### src/rtl/hilo_unit.sv
// rtl/hilo_unit.sv - HI/LO register unit with iterative radix-2 multiply/divide engine
module hilo_unit #(
    parameter int DW = 32
) (
    input  logic          clk,
    input  logic          rst,
    input  logic          op_valid,
    input  logic [2:0]    op,
    input  logic [DW-1:0] src_a,
    input  logic [DW-1:0] src_b,
    input  logic          cancel,
    output logic          busy,
    output logic          done,
    output logic [DW-1:0] hi_o,
    output logic [DW-1:0] lo_o
);

    typedef enum logic [1:0] {IDLE, CALC, FIX} state_t;

    state_t          state_q, state_d;
    logic [DW-1:0]   hi_q, hi_d, lo_q, lo_d;
    logic [DW-1:0]   b_q, b_d, cnt_q, cnt_d;
    logic [2*DW-1:0] acc_q, acc_d;
    logic            is_div_q, is_div_d;
    logic            neg_res_q, neg_res_d, neg_rem_q, neg_rem_d;
    logic            busy_q, busy_d, done_q, done_d;

    logic            is_signed, sgn_a, sgn_b;
    logic [DW-1:0]   mag_a, mag_b;
    logic [DW:0]     add_sum, rem_sh, diff;
    logic [2*DW-1:0] prod_fix;
    logic [DW-1:0]   quot_fix, rem_fix;

    always_comb begin
        // MULT and DIV are the even codes among the arithmetic ops
        is_signed = ~op[0];
        sgn_a     = is_signed & src_a[DW-1];
        sgn_b     = is_signed & src_b[DW-1];
        mag_a     = sgn_a ? -src_a : src_a;
        mag_b     = sgn_b ? -src_b : src_b;

        add_sum   = {1'b0, acc_q[2*DW-1:DW]} + {1'b0, b_q};
        rem_sh    = acc_q[2*DW-1:DW-1];
        diff      = rem_sh - {1'b0, b_q};

        prod_fix  = neg_res_q ? -acc_q : acc_q;
        quot_fix  = neg_res_q ? -acc_q[DW-1:0] : acc_q[DW-1:0];
        rem_fix   = neg_rem_q ? -acc_q[2*DW-1:DW] : acc_q[2*DW-1:DW];

        state_d   = state_q;
        hi_d      = hi_q;
        lo_d      = lo_q;
        b_d       = b_q;
        cnt_d     = cnt_q;
        acc_d     = acc_q;
        is_div_d  = is_div_q;
        neg_res_d = neg_res_q;
        neg_rem_d = neg_rem_q;
        busy_d    = busy_q;
        done_d    = 1'b0;

        case (state_q)
            IDLE: begin
                if (op_valid && !cancel) begin
                    if (!op[2]) begin
                        is_div_d  = op[1];
                        b_d       = mag_b;
                        cnt_d     = DW'(DW);
                        acc_d     = {{DW{1'b0}}, mag_a};
                        neg_res_d = sgn_a ^ sgn_b;
                        neg_rem_d = sgn_a;
                        busy_d    = 1'b1;
                        state_d   = CALC;
                        // Divide by zero: preload the final answer, FIX passes it through untouched
                        if (op[1] && src_b == '0) begin
                            acc_d     = {src_a, {DW{1'b1}}};
                            neg_res_d = 1'b0;
                            neg_rem_d = 1'b0;
                            state_d   = FIX;
                        end
                    end else if (op[1:0] == 2'b00) begin
                        hi_d = src_a;
                    end else if (op[1:0] == 2'b01) begin
                        lo_d = src_a;
                    end
                end
            end
            CALC: begin
                if (cancel) begin
                    busy_d  = 1'b0;
                    state_d = IDLE;
                end else begin
                    if (is_div_q) begin
                        if (!diff[DW]) acc_d = {diff[DW-1:0], acc_q[DW-2:0], 1'b1};
                        else           acc_d = {rem_sh[DW-1:0], acc_q[DW-2:0], 1'b0};
                    end else begin
                        if (acc_q[0]) acc_d = {add_sum, acc_q[DW-1:1]};
                        else          acc_d = {1'b0, acc_q[2*DW-1:1]};
                    end
                    cnt_d = cnt_q - DW'(1);
                    if (cnt_q == DW'(1)) state_d = FIX;
                end
            end
            FIX: begin
                busy_d  = 1'b0;
                state_d = IDLE;
                if (!cancel) begin
                    done_d = 1'b1;
                    if (is_div_q) begin
                        hi_d = rem_fix;
                        lo_d = quot_fix;
                    end else begin
                        hi_d = prod_fix[2*DW-1:DW];
                        lo_d = prod_fix[DW-1:0];
                    end
                end
            end
            default: begin
                busy_d  = 1'b0;
                state_d = IDLE;
            end
        endcase
    end

    always_ff @(posedge clk) begin
        if (rst) begin
            state_q   <= IDLE;
            hi_q      <= '0;
            lo_q      <= '0;
            b_q       <= '0;
            cnt_q     <= '0;
            acc_q     <= '0;
            is_div_q  <= 1'b0;
            neg_res_q <= 1'b0;
            neg_rem_q <= 1'b0;
            busy_q    <= 1'b0;
            done_q    <= 1'b0;
        end else begin
            state_q   <= state_d;
            hi_q      <= hi_d;
            lo_q      <= lo_d;
            b_q       <= b_d;
            cnt_q     <= cnt_d;
            acc_q     <= acc_d;
            is_div_q  <= is_div_d;
            neg_res_q <= neg_res_d;
            neg_rem_q <= neg_rem_d;
            busy_q    <= busy_d;
            done_q    <= done_d;
        end
    end

    assign busy = busy_q;
    assign done = done_q;
    assign hi_o = hi_q;
    assign lo_o = lo_q;

endmodule

### config.mk
export PLATFORM = sky130hd
export DESIGN_NAME = hilo_unit
export DESIGN_NICKNAME = d
export VERILOG_FILES = /design/src/rtl/hilo_unit.sv
export SDC_FILE = /design/constraint.sdc
export NUM_CORES = 1
export LEC_CHECK = 0
export BUFFER_PORTS_ARGS = -buffer_cell sky130_fd_sc_hd__buf_2
export CORE_UTILIZATION = 25
export DETAILED_ROUTE_END_ITERATION = 8
export GPL_TIMING_DRIVEN = 0
export PLACE_DENSITY = 0.44
export SYNTH_ARGS = -nofsm -noshare
export SYNTH_HDL_FRONTEND = slang
export SYNTH_SLANG_ARGS = --single-unit
### constraint.sdc
create_clock -name clk -period 7.9 [get_ports clk]
set_clock_uncertainty 0.05 [all_clocks]
set_input_delay 1.185 -clock clk [delete_from_list [all_inputs] [get_ports clk]]
set_output_delay 1.185 -clock clk [all_outputs]
set_load 0.01 [all_outputs]
==> impl_results.md, run 1 <==
* Core area at 61800 sq um
* CP Capture Type: register
* Iter 0 DRT Violations at 1394
* Synth warnings at 0
* Max_cap viols at 0
* Crit path time final at 4560 ps
* Routed wire length at 68900 um
* Die Width at 252 um
* Max-slew violation count at 0
* Port Buffer Count at 132
* Number of hold buffers added after cts at 0
* Clk buf depth at 2
* Setup Fix Bufs, Post-CTS at 0
* Via count at 16300
* CTS sink cnt at 199
* Diodes inserted at 0
* CTS tree: built
* Global-route wire length before repair at just over 100000 um
* Status: completed
* Peak Freq at roughly 220 MHz
* Final Hold Vio Count at 0
* Critical Path Max Stage Delay at 480 ps
* Syn Area/Cell at 7.60 sq um
* Crit Path Class: reg2reg
* Syn nets at around 2200
* Initial antenna violation count at 1
* Async SR Flop Fraction at 0%
* Area grow syn2layout at 14.6%
* Commonest non-fill, non-tap cell in the layout: nor2_1
* Cell Area, Placed at ~17000 sq um
* Post-synth cell types at 93
* Pwr Density at between 200 and 250 nW/um^2
* Row cnt at 91
* Clock Latency Late Sink at 510 ps
* Final Wtd Congestion at around 0.92
* Worst min-delay path class: reg2reg
* Slew @ Worst Pin at 1460 ps
* Synthesized cell area at between 15000 and 20000 sq um
* Syn Inst Count at 2062
* RSZ-0062 raised after global routing: no
* Final ANT Viol Nets at 0
* Total CTS buffers at 17
* Finished Cell Area at 18000 sq um
* Clock slew at reported path FFs at approximately 80 ps
* Crit-path max FO at 10
* Total die area at 63700 sq um
* Die Span Y at 252 um
* Placed cell count at 3031
* Wire per inst at 22.5 um
* Root Driver: clkbuf_16
* Nets@finish at 2356
* Share of cells above drive strength 1 at 11.2%
* Largest net degree at the start of global routing at 20
* Post-synth top flop: dfxtp_1
* Leak Pwr at 6.73 nW
* Cell Chain, Critical Path: clkbuf_1, inv_1, ha_1, fa_1, nand2b_1, a21oi_1, o21a_1, a21oi_2, o21bai_2, a41oi_2, xnor2_2, buf_6, buf_6, mux2_2, a22oi_1, a21oi_1
* CP max stage cell: clkbuf_1
* Top delay family on crit path: compound AO/OA/AOI/OAI gates
* PostCTS Resize Cnt at 0
* Tot GR Track Use at a little over a fifth
* Seq cells post-synth at 199
* Critical Path RT at 8240 ps
* IO Pins at 137
* First-pass DRT Iterations at 5
* Grt total ovfl at 0
* Vias in the first global route at 15400
* Slew HR at 2.48%
* Startpoint types: register
* Post-route DRC at 0
* CP arrival at 4900 ps
* Sequential area share after synthesis at between 20% and 30%
* Most frequent cells in the layout: nor2_1, a21oi_1, dfxtp_1
* Fin crit share at 57.7%
* HPWL Detailed at 55000 um
* Buf/Inv on CP at 4
* Starting Density at 25.3%
* CTS HTree Levels at 4
* Setup TNS Final at 0 ps
* Layout Cells excl Fill at 3063
* Post-synth EDFFs at 0
* Vias/cell at 5.32
* VDD IR max at 133 uV
* Final setup viols at 0
-- where the power goes --
group / switching, mW / total [mW] / internal (mW) / leakage, nW
registers: 0.0990 / 1.18 / 1.08 / 1.62
clock network: 0.484 / 0.920 / 0.435 / 0.282
logic: 1.01 / 1.59 / 0.583 / 4.83
total: 1.59 / 3.69 / 2.10 / 6.73
-- worst reg2reg max path: cells and delay by family (launching register included) --
family / cells / cell delay [ps]
AOI/OAI and AO/OA: 7 / 1490
buffers and inverters: 4 / 1080
adders and majority gates: 2 / 690
muxes: 1 / 350
DFF: 1 / 310
xor gates and xnor gates: 1 / 280
and+or+nand+nor: 1 / 190
-- cells in the mapped netlist (all sizes together), types with 16 or more instances --
cell type	instances	area share, %
nor2b	19	0.76
a31oi	18	0.72
mux2i	49	3.1
a221oi	40	2.3
or3	22	0.94
inv	60	1.4
nor3	40	1.5
o31ai	29	1.5
xnor2	95	5.4
a21o	23	1.1
a311oi	16	0.89
ha	70	5.6
o41ai	17	1.0
nand3	22	0.70
dfxtp	199	25
a211oi	72	3.5
nand2b	21	0.84
o211ai	17	0.81
a21oi	231	7.5
nor4	24	1.1
xor2	102	5.7
nand2	175	4.2
clkbuf	118	2.8
buf	33	1.1
or4	18	0.91
nor2	249	6.0
o21ai	119	3.9
-- registers in the layout, summed over array words and instances (netlist names) --
signal	flops
acc_q	64
b_q	32
busy	1
cnt_q	32
done	1
hi_o	32
is_div_q	1
lo_o	32
neg_rem_q	1
neg_res_q	1
state_q	2
-- layout make-up --
cell class,instances,area [sq um]
fillers,6728,43900
multi-input cells,1652,10800
flip-flops and latches,199,3980
well taps,837,1050
repair buffers,132,661
plain buffers,151,609
clock buffers,19,453
inverters,60,225
clock inverters,13,129
-- worst paths after layout --
kind	endpoint	cells past startpoint	startpoint	slack, ps
max	acc_q[62]$_SDFFE_PP0P_	16	acc_q[31]$_SDFFE_PP0P_	3340
min	hi_o[31]$_SDFFE_PP0P_	2	hi_o[31]$_SDFFE_PP0P_	410
max reg2reg	acc_q[62]$_SDFFE_PP0P_	16	acc_q[31]$_SDFFE_PP0P_	3340
min reg2reg	hi_o[31]$_SDFFE_PP0P_	2	hi_o[31]$_SDFFE_PP0P_	410
-- per-layer routing --
metal,vias up,GRT usage (%),routed length (um)
met3,95,2.75,4140
met2,628,34.3,31000
li1,7806,-,-
met4,2,8.36,2240
met1,7762,29.0,31600
met5,-,0,13
-- cells by family (layout without fill, tap and decap cells) --
kind of cell	after synthesis	after routing	synth area share [%]
fa+ha+maj	72	72	5.85
buf+inv	211	375	5.33
flops	199	199	25.4
mux	60	60	3.95
simple gates	644	644	19.5
compound gates	679	679	28.9
xor+xnor	197	197	11.1
-- through the flow --
step                      hold WS (ps)  total power, mW  setup WS, ps  utilization, %
after floorplan                    387             2.26          4510               -
after global routing               438             3.90          3080            29.0
after CTS                          409             3.69          3390            29.0
after global placement             398             2.76          3400            28.1
after detailed placement           398             2.77          3420            28.1
final                              405             3.69          3340            29.0
(Power assumes the default switching activity.)
==> inputs of run 2 (changes only) <==
- ABC_AREA: default -> 1
- PLACE_DENSITY: 0.44 -> 0.45
- clock period: 7.9 -> 4.1 ns (I/O delays scaled with it)
==> impl_results.md, run 2 <==
* Die Span Y at 281 um (+11%)
* Sequential area share after synthesis at 20.4% (-5.0 points)
* Root Driver: clkbuf_16
* Post-route DRC at 0 (unchanged)
* Startpoint types: register
* HPWL Detailed at 87600 um (+59%)
* R2r worst-path depth at 15 (-1)
* Max-slew violation count at 0 (unchanged)
* Row cnt at 102 (+12%)
* Synth top area cells: dfxtp_1, nand2_1, inv_1
* Syn Inst Count at 3539 (+72%)
* Worst min-delay path class: in2reg
* Synth warnings at 0 (unchanged)
* Met1 wire length at 47800 um (+52%)
* Port Buffer Count at 134 (+1.5%)
* Setup TNS Final at 0 ps (unchanged)
* Crit Path Class: reg2reg
* Clock slew at reported path FFs at 100 ps (+20 ps)
* Area grow syn2layout at 13.2%
* Crit-path max FO at 10 (unchanged)
* Critical Path RT at 4450 ps (-3790 ps)
* Syn nets at 3682 (+67%)
* Synthesized cell area at 19500 sq um (+24%)
* Area of the multi-input gates at 13000 sq um (+20%)
* Clock Latency Late Sink at 530 ps (+20 ps)
* Post-Route Utilization at 28.5% (-0.50 points)
* Commonest non-fill, non-tap cell in the layout: nand2_1
* Tot GR Track Use at 26.6% (+5.1 points)
* Routed wire length at 106000 um (+53%)
* Synth top area share at 20.4% (-5.0 points)
* Diodes inserted at 0 (unchanged)
* Critical Path Max Stage Delay at 590 ps (+110 ps)
* Final Hold Vio Count at 0 (unchanged)
* Starting Density at 25.2% (-0.13 points)
* Most frequent cells in the layout: nand2_1, inv_1, nor2_1
* Met2 wire len at 45000 um (+45%)
* Post-synth cell types at 51 (-45%)
* Cell Chain, Critical Path: buf_2, clkinv_2, clkbuf_1, ha_1, nand3_1, nor2_1, nand2_1, inv_2, nand2_1, nor2_1, nand3_1, nand2_1, o21ai_0, o21ai_0, a21oi_1
* Most common cell in the netlist: nand2_1
* First-pass DRT Iterations at 5 (unchanged)
* Nets@finish at 3835 (+63%)
* Crit path time final at 3870 ps (-691 ps)
* Post-synth EDFFs at 0 (unchanged)
* Via count at 24100 (+48%)
* Fin crit share at 94.4% (+37 points)
* Worst Hold Path Cells at 2 (unchanged)
* Number of hold buffers added after cts at 0 (unchanged)
* Commonest cells post-synth: nand2_1, inv_1, nor2_1
* Wire per inst at 22.3 um (-0.98%)
* Hold endpoint: done$_SDFF_PP0_
* Largest net degree at the start of global routing at 22 (+10%)
* Hold Startpoint: cancel
* Syn Area/Cell at 5.51 sq um (-27%)
* Final Wtd Congestion at 1.02 (+10%)
* Met3 Routed Length at 9190 um (+120%)
* Final setup viols at 0 (unchanged)
* Peak Freq at 258 MHz (+18%)
* Slew HR at 2.34% (-0.14 points)
* Status: completed
* Core area at 77300 sq um (+25%)
* CTS sink cnt at 199 (unchanged)
* IO Pins at 137 (unchanged)
* RSZ-0062 raised after global routing: no
* CTS HTree Levels at 4 (unchanged)
* PostCTS Resize Cnt at 0 (unchanged)
* Pwr Density at 329 nW/um^2 (+60%)
* Max FFs per register at 64 (unchanged)
* CP arrival at 4220 ps (-680 ps)
* Iter 0 DRT Violations at 2231 (+60%)
* Max_cap viols at 0 (unchanged)
* CTS tree: built
* Area leader, netlist: dfxtp_1
* Initial antenna violation count at 3 (+2)
* Clk buf depth at 2 (unchanged)
* Register area at 3980 sq um (unchanged)
* Leak Pwr at 10.7 nW (+59%)
* CP Capture Type: register
* Slew @ Worst Pin at 1460 ps (-5.86 ps)
* Die Width at 281 um (+11%)
* Critical R2R Launch: acc_q[0]$_SDFFE_PP0P_
* Biggest register: acc_q
* Final ANT Viol Nets at 0 (unchanged)
* VDD IR max at 363 uV (+170%)
* Worst R2R Setup Slack at 230 ps (-3110 ps)
* Post-synth top flop: dfxtp_1
* Fillers at 9180 (+36%)
* Global-route wire length before repair at 152000 um (+51%)
* Vias in the first global route at 22000 (+42%)
* Share of cells above drive strength 1 at 6.50% (-4.7 points)
* Async SR Flop Fraction at 0% (unchanged)
* Vias/cell at 5.07 (-4.7%)
* Total die area at 79100 sq um (+24%)
* Most frequent CP cell: nand2_1
* R2R Path End: hi_o[6]$_SDFFE_PP0P_
* Grt total ovfl at 0 (unchanged)
* CP max stage cell: clkbuf_1
* Seq cells post-synth at 199 (unchanged)
* Total CTS buffers at 17 (unchanged)
* Tot Pwr at 7.25 mW (+96%)
* CP startpoint: acc_q[0]$_SDFFE_PP0P_
* Setup Fix Bufs, Post-CTS at 0 (unchanged)
* Uppermost layer routed: met5
-- run 2: cell types whose count changed in the layout (fill, tap and decap cells not counted), moves of 24 or more --
| cell | before | now |
|---|---|---|
| nand2_1 | 174 | 977 |
| inv_1 | 60 | 519 |
| nand3_1 | 22 | 278 |
| o21ai_0 | 114 | 292 |
| nor2_1 | 248 | 372 |
| a21oi_1 | 228 | 330 |
| xnor2_1 | 94 | 17 |
| a211oi_1 | 71 | 1 |
| xor2_1 | 102 | 48 |
| mux2i_1 | 49 | 0 |
| nand4_1 | 11 | 57 |
| a221oi_1 | 39 | 7 |
| o31ai_1 | 26 | 2 |
-- run 2: stage by stage --
stage / setup WS, ps / instances / instance area [sq um] / hold slack [ps]
floorplan: 1540 / 3539 / 19500 / 393
global placement: 262 / 4713 / 21500 / 410
detailed placement: 266 / 4713 / 21500 / 420
CTS: 247 / 4745 / 22100 / 342
global route: 33.4 / 4745 / 22100 / 357
finish: 232 / 4745 / 22100 / 377
-- run 2: final cells by class --
| class | count | area share, % |
|---|---|---|
| Multi-Input combinational cell | 2670 | 58.7 |
| Sequential cell | 199 | 18.1 |
| Inverter | 531 | 9.06 |
| Tap cell | 1040 | 5.90 |
| Timing Repair Buffer | 134 | 3.04 |
| Buffer | 139 | 2.48 |
| Clock buffer | 17 | 1.93 |
| Clock inverter | 15 | 0.817 |
-- run 2: worst max-delay path by stage --
stage                                        end  slack, ps
after floorplan           acc_q[37]$_SDFFE_PP0P_       1540
after global placement     hi_o[14]$_SDFFE_PP0P_        260
after detailed placement   hi_o[14]$_SDFFE_PP0P_        270
after CTS                  hi_o[14]$_SDFFE_PP0P_        250
after global routing       hi_o[22]$_SDFFE_PP0P_         30
final                       hi_o[6]$_SDFFE_PP0P_        230
-- run 2: cells by family after synthesis --
group | share of synthesized area (%)
buffers and inverters | 13.1
AND/OR/NAND/NOR | 39.7
AO/OA/AOI/OAI | 19.1
adder cells (fa/ha/maj) | 4.70
XOR/XNOR | 2.92
flip-flops | 20.4
-- run 2: metal layers --
metal  vias to the layer above  track usage (%)
met1                     11200             36.5
li1                      11800                -
met3                       147             5.99
met4                         4             9.43
met5                         -                0
met2                       959             40.2
-- run 2: critical path: cells and delay by family, from the launching register on --
kind,cells,cell delay (ps)
and+or+nand+nor,7,1320
buffers and inverters,4,1070
adders and majority gates,1,310
DFF,1,300
AOI/OAI and AO/OA,3,680
-- run 2: power breakdown --
group          internal [mW]  leakage [nW]  switching, mW  total, mW
clock                  0.825         0.294           1.02       1.85
combinational          0.870          8.77           2.25       3.12
sequential              2.09          1.62          0.194       2.28
